--- src/rtl/vga_overlay_mixer.sv ---
// VGA pixel mixer: maps bit-plane pixels to RGB under a frame-shadowed colour mode and
// overlays a blinking crosshair cursor; sync and DE are delayed to match the 2-stage pixel path.
module vga_overlay_mixer #(
  parameter int ADDR_WIDTH   = 11,
  parameter int HACTIVE      = 640,
  parameter int VACTIVE      = 480,
  parameter int PIXEL_WIDTH  = 8,
  parameter int NPLANES      = 5,
  parameter int CURSOR_HALF  = 1,
  parameter int BLINK_FRAMES = 16
) (
  input  logic                   VCLK,
  input  logic                   RST,
  input  logic                   iVSYNC,
  input  logic                   iHSYNC,
  input  logic                   iDE,
  input  logic [ADDR_WIDTH-1:0]  iH_ADDR,
  input  logic [ADDR_WIDTH-1:0]  iV_ADDR,
  input  logic [NPLANES-1:0]     iPIX,
  input  logic [1:0]             iMODE,
  input  logic                   iCURSOR_EN,
  input  logic                   iBLINK_EN,
  input  logic [ADDR_WIDTH-1:0]  iPOINT_X,
  input  logic [ADDR_WIDTH-1:0]  iPOINT_Y,
  output logic                   oVGA_HSYNC,
  output logic                   oVGA_VSYNC,
  output logic                   oVGA_DE,
  output logic [PIXEL_WIDTH-1:0] oVGA_R,
  output logic [PIXEL_WIDTH-1:0] oVGA_G,
  output logic [PIXEL_WIDTH-1:0] oVGA_B,
  output logic                   oFRAME_TICK
);

  typedef enum logic [1:0] {
    MODE_MONO   = 2'd0,
    MODE_PACKED = 2'd1,
    MODE_TINT   = 2'd2,
    MODE_BORDER = 2'd3
  } mode_e;

  localparam int                    CNT_W    = $clog2(2 * BLINK_FRAMES);
  localparam logic [CNT_W-1:0]      CNT_LAST = CNT_W'(2 * BLINK_FRAMES - 1);
  localparam logic [CNT_W-1:0]      CNT_ON   = CNT_W'(BLINK_FRAMES);
  localparam logic [ADDR_WIDTH:0]   HALF     = (ADDR_WIDTH + 1)'(CURSOR_HALF);
  localparam logic [ADDR_WIDTH-1:0] H_LAST   = ADDR_WIDTH'(HACTIVE - 1);
  localparam logic [ADDR_WIDTH-1:0] V_LAST   = ADDR_WIDTH'(VACTIVE - 1);

  // Frame-shadowed controls
  mode_e                   mode_q, mode_d;
  logic                    cursor_en_q, cursor_en_d;
  logic                    blink_en_q, blink_en_d;
  logic [ADDR_WIDTH-1:0]   px_q, px_d, py_q, py_d;
  logic [CNT_W-1:0]        blink_cnt_q, blink_cnt_d;
  logic                    vs_prev_q, vs_prev_d;
  logic                    frame_tick_q, frame_tick_d;

  // Stage 1
  logic [NPLANES-1:0]      pix_s1_q, pix_s1_d;
  mode_e                   mode_s1_q, mode_s1_d;
  logic                    de_s1_q, de_s1_d, hs_s1_q, hs_s1_d, vs_s1_q, vs_s1_d;
  logic                    border_s1_q, border_s1_d, hit_s1_q, hit_s1_d;

  // Stage 2
  logic [PIXEL_WIDTH-1:0]  r_q, r_d, g_q, g_d, b_q, b_d;
  logic                    de_s2_q, de_s2_d, hs_s2_q, hs_s2_d, vs_s2_q, vs_s2_d;

  logic                    frame_start;
  logic                    visible;
  logic [PIXEL_WIDTH-1:0]  packed_pix;

  // Plane 1 lands in the MSB, plane 0 right after the last plane, zeros below.
  function automatic logic [PIXEL_WIDTH-1:0] packed_colour(input logic [NPLANES-1:0] p);
    logic [PIXEL_WIDTH-1:0] c;
    c = '0;
    for (int i = 1; i < NPLANES; i++) c[PIXEL_WIDTH-i] = p[i];
    c[PIXEL_WIDTH-NPLANES] = p[0];
    return c;
  endfunction

  // Signed one-bit-wider difference so the arm never wraps around the screen edge.
  function automatic logic near(input logic [ADDR_WIDTH-1:0] a, input logic [ADDR_WIDTH-1:0] b);
    logic signed [ADDR_WIDTH:0] diff;
    logic        [ADDR_WIDTH:0] mag;
    diff = $signed({1'b0, a}) - $signed({1'b0, b});
    mag  = diff[ADDR_WIDTH] ? $unsigned(-diff) : $unsigned(diff);
    return mag <= HALF;
  endfunction

  // NOTE: every signal written here gets a default first, so no path can leave one unassigned and infer a latch.
  always_comb begin
    frame_start  = iVSYNC & ~vs_prev_q;
    mode_d       = mode_q;
    cursor_en_d  = cursor_en_q;
    blink_en_d   = blink_en_q;
    px_d         = px_q;
    py_d         = py_q;
    blink_cnt_d  = blink_cnt_q;
    vs_prev_d    = iVSYNC;
    frame_tick_d = frame_start;

    if (frame_start) begin
      mode_d      = mode_e'(iMODE);
      cursor_en_d = iCURSOR_EN;
      blink_en_d  = iBLINK_EN;
      px_d        = iPOINT_X;
      py_d        = iPOINT_Y;
      blink_cnt_d = (blink_cnt_q == CNT_LAST) ? '0 : blink_cnt_q + CNT_W'(1);
    end

    visible     = ~blink_en_q | (blink_cnt_q < CNT_ON);
    pix_s1_d    = iPIX;
    mode_s1_d   = mode_q;
    de_s1_d     = iDE;
    hs_s1_d     = iHSYNC;
    vs_s1_d     = iVSYNC;
    border_s1_d = (iH_ADDR == '0) | (iH_ADDR == H_LAST) | (iV_ADDR == '0) | (iV_ADDR == V_LAST);
    hit_s1_d    = iDE & cursor_en_q & visible & (near(iH_ADDR, px_q) | near(iV_ADDR, py_q));

    packed_pix = packed_colour(pix_s1_q);
    r_d        = '0;
    g_d        = '0;
    b_d        = '0;
    if (de_s1_q) begin
      if (hit_s1_q) begin
        r_d = '1;
      end else begin
        case (mode_s1_q)
          MODE_MONO: begin
            r_d[PIXEL_WIDTH-1] = pix_s1_q[0];
            r_d[PIXEL_WIDTH-2] = pix_s1_q[0];
            g_d = r_d;
            b_d = r_d;
          end
          MODE_PACKED: begin
            r_d = packed_pix;
            g_d = packed_pix;
            b_d = packed_pix;
          end
          MODE_TINT: r_d = {PIXEL_WIDTH{pix_s1_q[0]}};
          MODE_BORDER: begin
            r_d = border_s1_q ? '1 : packed_pix;
            g_d = r_d;
            b_d = r_d;
          end
        endcase
      end
    end
    de_s2_d = de_s1_q;
    hs_s2_d = hs_s1_q;
    vs_s2_d = vs_s1_q;
  end

  // NOTE: state registers use non-blocking assignments so all flops sample pre-edge values together.
  always_ff @(posedge VCLK or posedge RST) begin
    if (RST) begin
      mode_q       <= MODE_MONO;
      cursor_en_q  <= 1'b0;
      blink_en_q   <= 1'b0;
      px_q         <= '0;
      py_q         <= '0;
      blink_cnt_q  <= '0;
      vs_prev_q    <= 1'b0;
      frame_tick_q <= 1'b0;
      pix_s1_q     <= '0;
      mode_s1_q    <= MODE_MONO;
      de_s1_q      <= 1'b0;
      hs_s1_q      <= 1'b0;
      vs_s1_q      <= 1'b0;
      border_s1_q  <= 1'b0;
      hit_s1_q     <= 1'b0;
      r_q          <= '0;
      g_q          <= '0;
      b_q          <= '0;
      de_s2_q      <= 1'b0;
      hs_s2_q      <= 1'b0;
      vs_s2_q      <= 1'b0;
    end else begin
      mode_q       <= mode_d;
      cursor_en_q  <= cursor_en_d;
      blink_en_q   <= blink_en_d;
      px_q         <= px_d;
      py_q         <= py_d;
      blink_cnt_q  <= blink_cnt_d;
      vs_prev_q    <= vs_prev_d;
      frame_tick_q <= frame_tick_d;
      pix_s1_q     <= pix_s1_d;
      mode_s1_q    <= mode_s1_d;
      de_s1_q      <= de_s1_d;
      hs_s1_q      <= hs_s1_d;
      vs_s1_q      <= vs_s1_d;
      border_s1_q  <= border_s1_d;
      hit_s1_q     <= hit_s1_d;
      r_q          <= r_d;
      g_q          <= g_d;
      b_q          <= b_d;
      de_s2_q      <= de_s2_d;
      hs_s2_q      <= hs_s2_d;
      vs_s2_q      <= vs_s2_d;
    end
  end

  assign oVGA_HSYNC  = hs_s2_q;
  assign oVGA_VSYNC  = vs_s2_q;
  assign oVGA_DE     = de_s2_q;
  assign oVGA_R      = r_q;
  assign oVGA_G      = g_q;
  assign oVGA_B      = b_q;
  assign oFRAME_TICK = frame_tick_q;

endmodule

--- config.mk ---
export PLATFORM = sky130hd
export DESIGN_NAME = vga_overlay_mixer
export DESIGN_NICKNAME = d
export VERILOG_FILES = /design/src/rtl/vga_overlay_mixer.sv
export SDC_FILE = /design/constraint.sdc
export NUM_CORES = 1
export LEC_CHECK = 0
export CAP_MARGIN = 30
export CORE_MARGIN = 2
export CORE_UTILIZATION = 55
export DETAILED_ROUTE_END_ITERATION = 16
export PLACE_DENSITY = 0.94
export SYNTH_ARGS = -nofsm -noshare
export SYNTH_HDL_FRONTEND = slang
export SYNTH_SLANG_ARGS = --single-unit
--- constraint.sdc ---
create_clock -name VCLK -period 7.7 [get_ports VCLK]
set_clock_uncertainty 0.2 [all_clocks]
set_input_delay 1.925 -clock VCLK [delete_from_list [all_inputs] [get_ports VCLK]]
set_output_delay 1.925 -clock VCLK [all_outputs]
set_load 0.005 [all_outputs]
### Word-level counts from Yosys, hierarchy flattened

Cells that the tools add are included.

| word-level totals | value |
|---|---|
| flip-flop bits (word level) | 63 |
| output and inout bits | 28 |
| input port bits | 58 |
| word-level logic and storage cells | 59 |

| operators by class | value |
|---|---|
| reductions and logical operators | 4 |
| equality and inequality tests | 6 |
| $lt $le $gt $ge | 3 |
| mux-type cells | 11 |
| add/subtract/negate cells | 5 |
| bitwise logic cells | 11 |

Operators with widths:

| operator | count |
|---|---|
| $mux 8 | 5 |
| $le 12x1->1 const B | 2 |
| $mux 12 | 2 |
| $neg 12->12 | 2 |
| $pmux 8 s3 | 1 |
| $sub 11x11->12 | 2 |
| $logic_not 11->1 | 2 |
| $pmux 6 s3 | 1 |
| $eq 11x10->1 const B | 1 |
| $eq 11x9->1 const B | 1 |
| $pmux 2 s3 | 1 |
| $add 5x1->5 const B | 1 |
| $eq 5x5->1 const B | 1 |
| $lt 5x5->1 const B | 1 |
| $mux 5 | 1 |
| $or 1x1->1 | 5 |
| $and 1x1->1 | 4 |
| $eq 2x2->1 const B | 2 |
| $eq 2x1->1 const B | 1 |
| $logic_not 2->1 | 1 |
| $not 1->1 | 2 |
| $reduce_or 2->1 | 1 |

### Depth between registers and ports, before layout

Gate-level depths: netlist (run 1).

| depth | value |
|---|---|
| word-level depth | 6 |
| gate-level depth with buffers | 12 |
| depth with buffers taken out | 12 |

### Least setup slack after synthesis (run 1)

OpenSTA, ideal clock, no wires.

| timing path | value |
|---|---|
| kind | input to register |
| start point | input iH_ADDR[0] |
| end point | register hit_s1_q |
| path slack | 3.316 ns |
| data arrival time | 4.065 ns |
| library setup time | 0.120 ns |
| path buffers | 0 |
| data required time | 7.380 ns |
| stages on the path | 12 |
| cells stage by stage | inv_1 ha_1 fa_1 xor2_2 nand4b_1 mux2_2 nor3b_1 xnor2_1 a21oi_1 a2bb2oi_1 nor4b_2 a31o_1 |

| between the ends | value |
|---|---|
| longest elaborated chain between the ends | 6 |

RTL lines:

| element | line | text |
|---|---|---|
| start: declaration | 17 | `input logic [ADDR_WIDTH-1:0] iH_ADDR,` |
| $sub 11x11->12 (*) | 84 | `diff = $signed({1'b0, a}) - $signed({1'b0, b});` |
| $neg 12->12 | 85 | `mag = diff[ADDR_WIDTH] ? $unsigned(-diff) : $unsigned(diff);` |
| $mux 12 (*) | 85 |  |
| $le 12x1->1 (*) | 86 | `return mag <= HALF;` |
| $or 1x1->1 (*) | 117 | `hit_s1_d = iDE & cursor_en_q & visible & (near(iH_ADDR, px_q) \| near(iV_ADDR, py_q));` |
| $and 1x1->1 (*) | 117 |  |
| named net hit_s1_d | 61 | `logic border_s1_q, border_s1_d, hit_s1_q, hit_s1_d;` |
| end signal: assignment | 192 | `hit_s1_q <= hit_s1_d;` |
| end: declaration | 61 |  |

Mark *: on every way through the listed nets, which the timed path passes. The rest lies on a longest branch.
A chain may end at the register's enable or synchronous reset.

### Worst setup path in the final report (run 1)

Ends and elaborated chain as after synthesis.

==> results of run 1 <==
path summary, 6_finish.rpt:
path                                         endpoint  slack, ps  cells after the start
worst max-delay path               hit_s1_q$_DFF_PP0_       2880                     13
worst min register to register   oVGA_HSYNC$_DFF_PP0_        160                      0
worst min-delay path             oVGA_HSYNC$_DFF_PP0_        160                      0
worst max register to register     hit_s1_q$_DFF_PP0_       4610                     11
max in group asynchronous         py_q[7]$_DFFE_PP0P_       4910                      3
min in group asynchronous       mode_q[1]$_DFFE_PP0P_       1910                      3
layer usage:
metal	vias to the layer above	track usage, %	routed length [um]
met1	1621	31.8	3800
met2	126	44.4	4670
met5	-	0	0
met3	23	5.94	499
li1	1685	-	-
met4	0	9.65	219
metrics by stage:
step	hold slack [ps]	instance area, um^2	setup WS, ps	util (%)	power [mW]
2_1_floorplan	131	3840	3320	-	0.640
3_3_place_gp	133	4710	2650	69.3	0.728
3_5_place_dp	159	4710	2590	69.3	0.745
4_1_cts	173	4910	2920	72.3	1.04
5_1_grt	165	4910	2650	72.3	1.11
6_report	162	4910	2880	72.3	1.04
state kept, by name (all words and copies together) (netlist names), 2 cells and up:
register / count
py_q: 11
mode_s1_q: 2
px_q: 11
blink_cnt_q: 5
pix_s1_q: 5
mode_q: 2
oVGA_R: 6
oVGA_B: 6
cells by family after synthesis:
logic type,Yosys count,share of synthesized area (%)
buffers and inverters,55,6.54
DFF,59,38.4
adders and majority gates,27,9.18
AOI/OAI and AO/OA,113,20.1
xor gates and xnor gates,15,3.61
and+or+nand+nor,162,20.7
muxes,5,1.43
area by class of cell:
cell class                 instances  area share [%]
multi-input combinational        322            43.1
tap                               96            2.45
inverter                          35            2.68
timing repair buffer              87            17.6
clock inverter                     7            1.55
clock buffer                       9            2.52
sequential                        59            30.1
Yosys cell counts (3+ instances only):
cell / number / share of area [%]
or3_1: 3 / 0.49
nor4_1: 5 / 0.81
nand4_1: 7 / 1.1
clkbuf_1: 8 / 0.78
or4_1: 3 / 0.59
a21o_1: 6 / 1.2
mux2_2: 4 / 1.2
xor2_1: 8 / 1.8
ha_1: 25 / 8.1
nand3_1: 12 / 1.6
o21a_1: 7 / 1.4
xnor2_1: 6 / 1.4
nor3_1: 7 / 0.91
a21oi_1: 28 / 3.6
buf_4: 12 / 2.3
a21boi_0: 3 / 0.59
nor2_1: 32 / 3.1
nand3b_1: 4 / 0.78
dfrtp_1: 59 / 38
nor3b_1: 4 / 0.78
inv_1: 35 / 3.4
o21ai_0: 36 / 4.7
nand2_1: 61 / 6.0
nand2b_1: 9 / 1.5
power by group through the flow:
stage | registers, mW | logic [mW] | clock network [mW]
2_1_floorplan | 0.364 | 0.276 | 0
3_3_place_gp | 0.367 | 0.361 | 0
3_5_place_dp | 0.370 | 0.375 | 0
4_1_cts | 0.365 | 0.379 | 0.296
5_1_grt | 0.370 | 0.430 | 0.308
6_report | 0.365 | 0.383 | 0.294
==> results_dict.tcl, run 1 <==
set metrics [dict create \
    async_reset_ff_share_pct 100 \
    start_kind "input port" \
    clkPwrFrac_pct 28.2 \
    worstHoldPathType "flop to flop" \
    diodes 0 \
    ant_nets 0 \
    wl_um 9180 \
    slowest_stage "clkdlybuf4s50_1" \
    path_max_fanout 8 \
    cp_slowest_stage_delay_ps 490 \
    yosys_most_used_dff "dfrtp_1" \
    synth_area_um2 3840 \
    syn_inst 436 \
    drt_first_pass_iters 5 \
    cts_tree "done" \
    cts_buffer_depth 2 \
    grt-ovfl-total 0 \
    seqPwrFrac_pct 35.0 \
    drv_cap 0 \
    p_sw_share_pct 36.0 \
    crit_buf_inv 2 \
    root_buffer "clkbuf_8" \
    arrival_ps 4900 \
    dp_cells 599 \
    worst_slew_pin_slew_ps 738 \
    gp_congestion 0.830 \
    clkLatencyLatePin_ps 360 \
    multi_input_area_um2 2120 \
    r2r_start "px_q[0]$_DFFE_PP0P_" \
    rsz0062_at_grt "false" \
    finalNetCount 599 \
    cts_hold_buf 0 \
    worstPathCellList "clkdlybuf4s50_1, inv_1, ha_1, fa_1, xor2_2, nand4_1, mux2_2, nor3b_1, xnor2_1, a21oi_1, a2bb2oi_1, nor4b_2, a31o_1" \
    syn2layout_area_growth_pct 27.7 \
    start_util_pct 56.6 \
    wl_per_cell_um 14.9 \
    synth.avg_cell_area_um2 8.82 \
    ys_warn_count 0 \
    grt_pass1_vias 3396 \
    period_minus_slack_ps 4820 \
    cts.sinks 59 \
    status "complete, no violations" \
    antenna_found_initial 0 \
    final-hold-violation-count 0 \
    num_rows 30 \
    p_comb_share_pct 36.8 \
    synth_nets 521 \
    period_share_pct 62.6 \
    cp-end-kind "flop" \
    final_common_cell "clkdlybuf4s50_1" \
    synth_edf_count 0 \
    cp_data_required_time_ps 7790 \
    ir_worst_vdd_v 0.0000994 \
    dieArea_um2 7670 \
    ctsResizeCount 0 \
    power_switching_mw 0.375 \
    path_clk_slew_ps 80 \
    die_w_um 87.6 \
    p_per_area_nw_per_um2 212 \
    drt_iter0_markers 180 \
    post-route-drc-count 0 \
    grt_start_max_net_pins 60 \
    most-common-layout-cells "clkdlybuf4s50_1 (85), nand2_1 (61), dfrtp_1 (59)" \
    path_class "input port to flop" \
    max_slew_margin_pct 50.8 \
    vias 3455 \
    yosysSeqAreaShare_pct 38.4 \
    ios 86 \
    grt_pass1_wl_um 15500 \
    setup-tns-final_ps 0 \
    crit_start "iH_ADDR[0]" \
    cts_setup_buffers 0 \
    coreArea_um2 6790 \
    grt_use_total_pct 25.9 \
    seqCellArea_um2 1480 \
    holdCritStartpoint "hs_s1_q$_DFF_PP0_" \
    ys_types 64 \
    fillers 497 \
    die_y_um 87.6 \
    slew_viol_final 0 \
    fin_cells 615 \
    p_int_mw 0.667 \
    numCtsBuffers 9 \
    crit_family "adder cells" \
    timing.fmax_mhz 208 \
    drive_gt1_share_pct 6.74 \
    ys_seq_elements 59 \
    hpwlAfterDp_um 6800 \
    cts-htree-levels 3 \
    port_buffers 85 \
    p_leak_nw 2.13 \
    vias_per_cell 5.62 \
    setup_viol 0 \
]
No activity file was read; power rests on OpenSTA's default activity.
==> run 2, diff against run 1 <==
CORE_UTILIZATION = 51   (was 55)
PLACE_DENSITY = 0.89   (was 0.94)
clock period = 4.8 ns   (was 7.7 ns; I/O delays follow)
==> run 2 against run 1 <==
Compared with the run above: highest routed layer unchanged; wire length is 9.0% higher; critical path type unchanged; sequential power is 61% higher; largest power group unchanged; utilization is 4.2 points lower; critical endpoint unchanged; sequential share of layout area is 0.33 points lower; clock power is 79% higher.
==> results_dict.tcl, run 2 (synthesis results as in run 1) <==
set metrics [dict create \
    ir_worst_vdd_v 0.000187 \
    ant_nets 0 \
    p_per_area_nw_per_um2 351 \
    cts_setup_buffers 0 \
    num_rows 31 \
    r2r_start "px_q[0]$_DFFE_PP0P_" \
    final_common_cell "clkdlybuf4s50_1" \
    crit_family "simple AND/OR/NAND/NOR gates" \
    final-hold-violation-count 0 \
    worst_slew_pin_slew_ps 988 \
    worstPathCellList "clkdlybuf4s50_1, inv_1, ha_1, fa_1, xor2_2, nand4b_1, mux2_2, nor3b_1, xnor2_1, a21oi_1, a2bb2oi_1, nor4b_2, a31o_1" \
    post-route-drc-count 0 \
    power_mw 1.74 \
    cts_hold_buf 0 \
    die_y_um 90.8 \
    most-common-layout-cells "clkdlybuf4s50_1 (85), nand2_1 (61), dfrtp_1 (59)" \
    cp_data_required_time_ps 4900 \
    ios 86 \
    dieArea_um2 8250 \
    vias 3535 \
    seqPwrFrac_pct 33.6 \
    timing.hold.ws_ps 176 \
    grt-ovfl-total 0 \
    max_slew_margin_pct 34.1 \
    port_buffers 85 \
    path_class "input port to flop" \
    coreArea_um2 7290 \
    die_w_um 90.8 \
    hpwlAfterDp_um 7030 \
    setup-tns-final_ps 0 \
    cts_buffer_depth 2 \
    fin_util_pct 68.1 \
    ctsResizeCount 0 \
    timing.fmax_mhz 240 \
    drive_gt1_share_pct 7.10 \
    p_comb_share_pct 36.3 \
    root_buffer "clkbuf_8" \
    clkPwrFrac_pct 30.1 \
    drt_iter0_markers 188 \
    holdCritStartpoint "vs_s1_q$_DFF_PP0_" \
    rsz0062_at_grt "false" \
    slowest_stage "clkdlybuf4s50_1" \
    syn2layout_area_growth_pct 29.2 \
    cp-end-kind "flop" \
    gp_congestion 0.945 \
    path_max_fanout 8 \
    wl_per_cell_um 16.1 \
    vias_per_cell 5.70 \
    drt_first_pass_iters 5 \
    start_util_pct 52.7 \
    crit_buf_inv 2 \
    cts-htree-levels 3 \
    worstHoldPathType "flop to flop" \
    grt_pass1_wl_um 16100 \
    clkLatencyLatePin_ps 360 \
    holdPathStages 0 \
    r2r_end "hit_s1_q$_DFF_PP0_" \
    grt_use_total_pct 24.1 \
    arrival_ps 4260 \
    grt_pass1_vias 3539 \
    path_clk_slew_ps 80 \
    grt_start_max_net_pins 45 \
    slew_viol_final 0 \
    p_sw_share_pct 35.4 \
    numCtsBuffers 9 \
    p_int_mw 1.13 \
    wl_um 10000 \
    start_kind "input port" \
    antenna_found_initial 0 \
    diodes 0 \
    cp_slowest_stage_delay_ps 510 \
    cts.sinks 59 \
    drv_cap 0 \
    finalNetCount 601 \
    status "complete, no violations" \
    power_switching_mw 0.617 \
    holdPathEnd "oVGA_VSYNC$_DFF_PP0_" \
    period_share_pct 86.8 \
    setup_viol 0 \
    r2r_setup_slack_ps 1640 \
    reg2reg_depth 11 \
    p_leak_nw 2.16 \
    period_minus_slack_ps 4160 \
    top_regs "px_q (11), py_q (11)" \
    cts_tree "done" \
]
[run 2: worst max path at each step]
stage               slack (ps)  cells after the start                  to  startpoint
floorplan                 1140                     12  hit_s1_q$_DFF_PP0_  iH_ADDR[0]
global placement           480                     13  hit_s1_q$_DFF_PP0_  iH_ADDR[0]
detailed placement         280                     13  hit_s1_q$_DFF_PP0_  iH_ADDR[0]
CTS                        640                     13  hit_s1_q$_DFF_PP0_  iH_ADDR[0]
global route               430                     13  hit_s1_q$_DFF_PP0_  iH_ADDR[0]
finish                     640                     13  hit_s1_q$_DFF_PP0_  iH_ADDR[0]
[run 2: metal layers]
metal  GRT usage, %  wire [um]
met3           6.18        643
met4           9.34        213
met1           27.8       4060
met5              0          0
met2           42.9       5090
[run 2: cell type report]
| type | count | area, um^2 |
|---|---|---|
| Fill cell | 536 | 2330 |
| Multi-Input combinational cell | 322 | 2120 |
| Sequential cell | 59 | 1480 |
| Timing Repair Buffer | 89 | 893 |
| Inverter | 35 | 131 |
| Clock buffer | 9 | 124 |
| Tap cell | 99 | 124 |
| Clock inverter | 7 | 100 |
[run 2: per-stage QoR]
| step | setup slack, ps | cell area [um^2] | cells |
|---|---|---|---|
| 2_1_floorplan | 1140 | 3840 | 436 |
| 3_3_place_gp | 482 | 4720 | 603 |
| 3_5_place_dp | 280 | 4720 | 603 |
| 4_1_cts | 639 | 4940 | 619 |
| 5_1_grt | 429 | 4960 | 620 |
| 6_report | 636 | 4960 | 620 |
[run 2: power by group through the flow]
stage | logic (mW) | clock network [mW] | registers, mW
5_1_grt | 0.695 | 0.553 | 0.592
4_1_cts | 0.620 | 0.527 | 0.585
2_1_floorplan | 0.442 | 0 | 0.584
6_report | 0.632 | 0.525 | 0.587
3_3_place_gp | 0.581 | 0 | 0.590
3_5_place_dp | 0.609 | 0 | 0.594
==> run 3, diff against run 2 <==
HOLD_SLACK_MARGIN = 0.15   (was default)
==> results of run 3 <==
No change in the layout: final DEF, timing and power equal those of run 2.
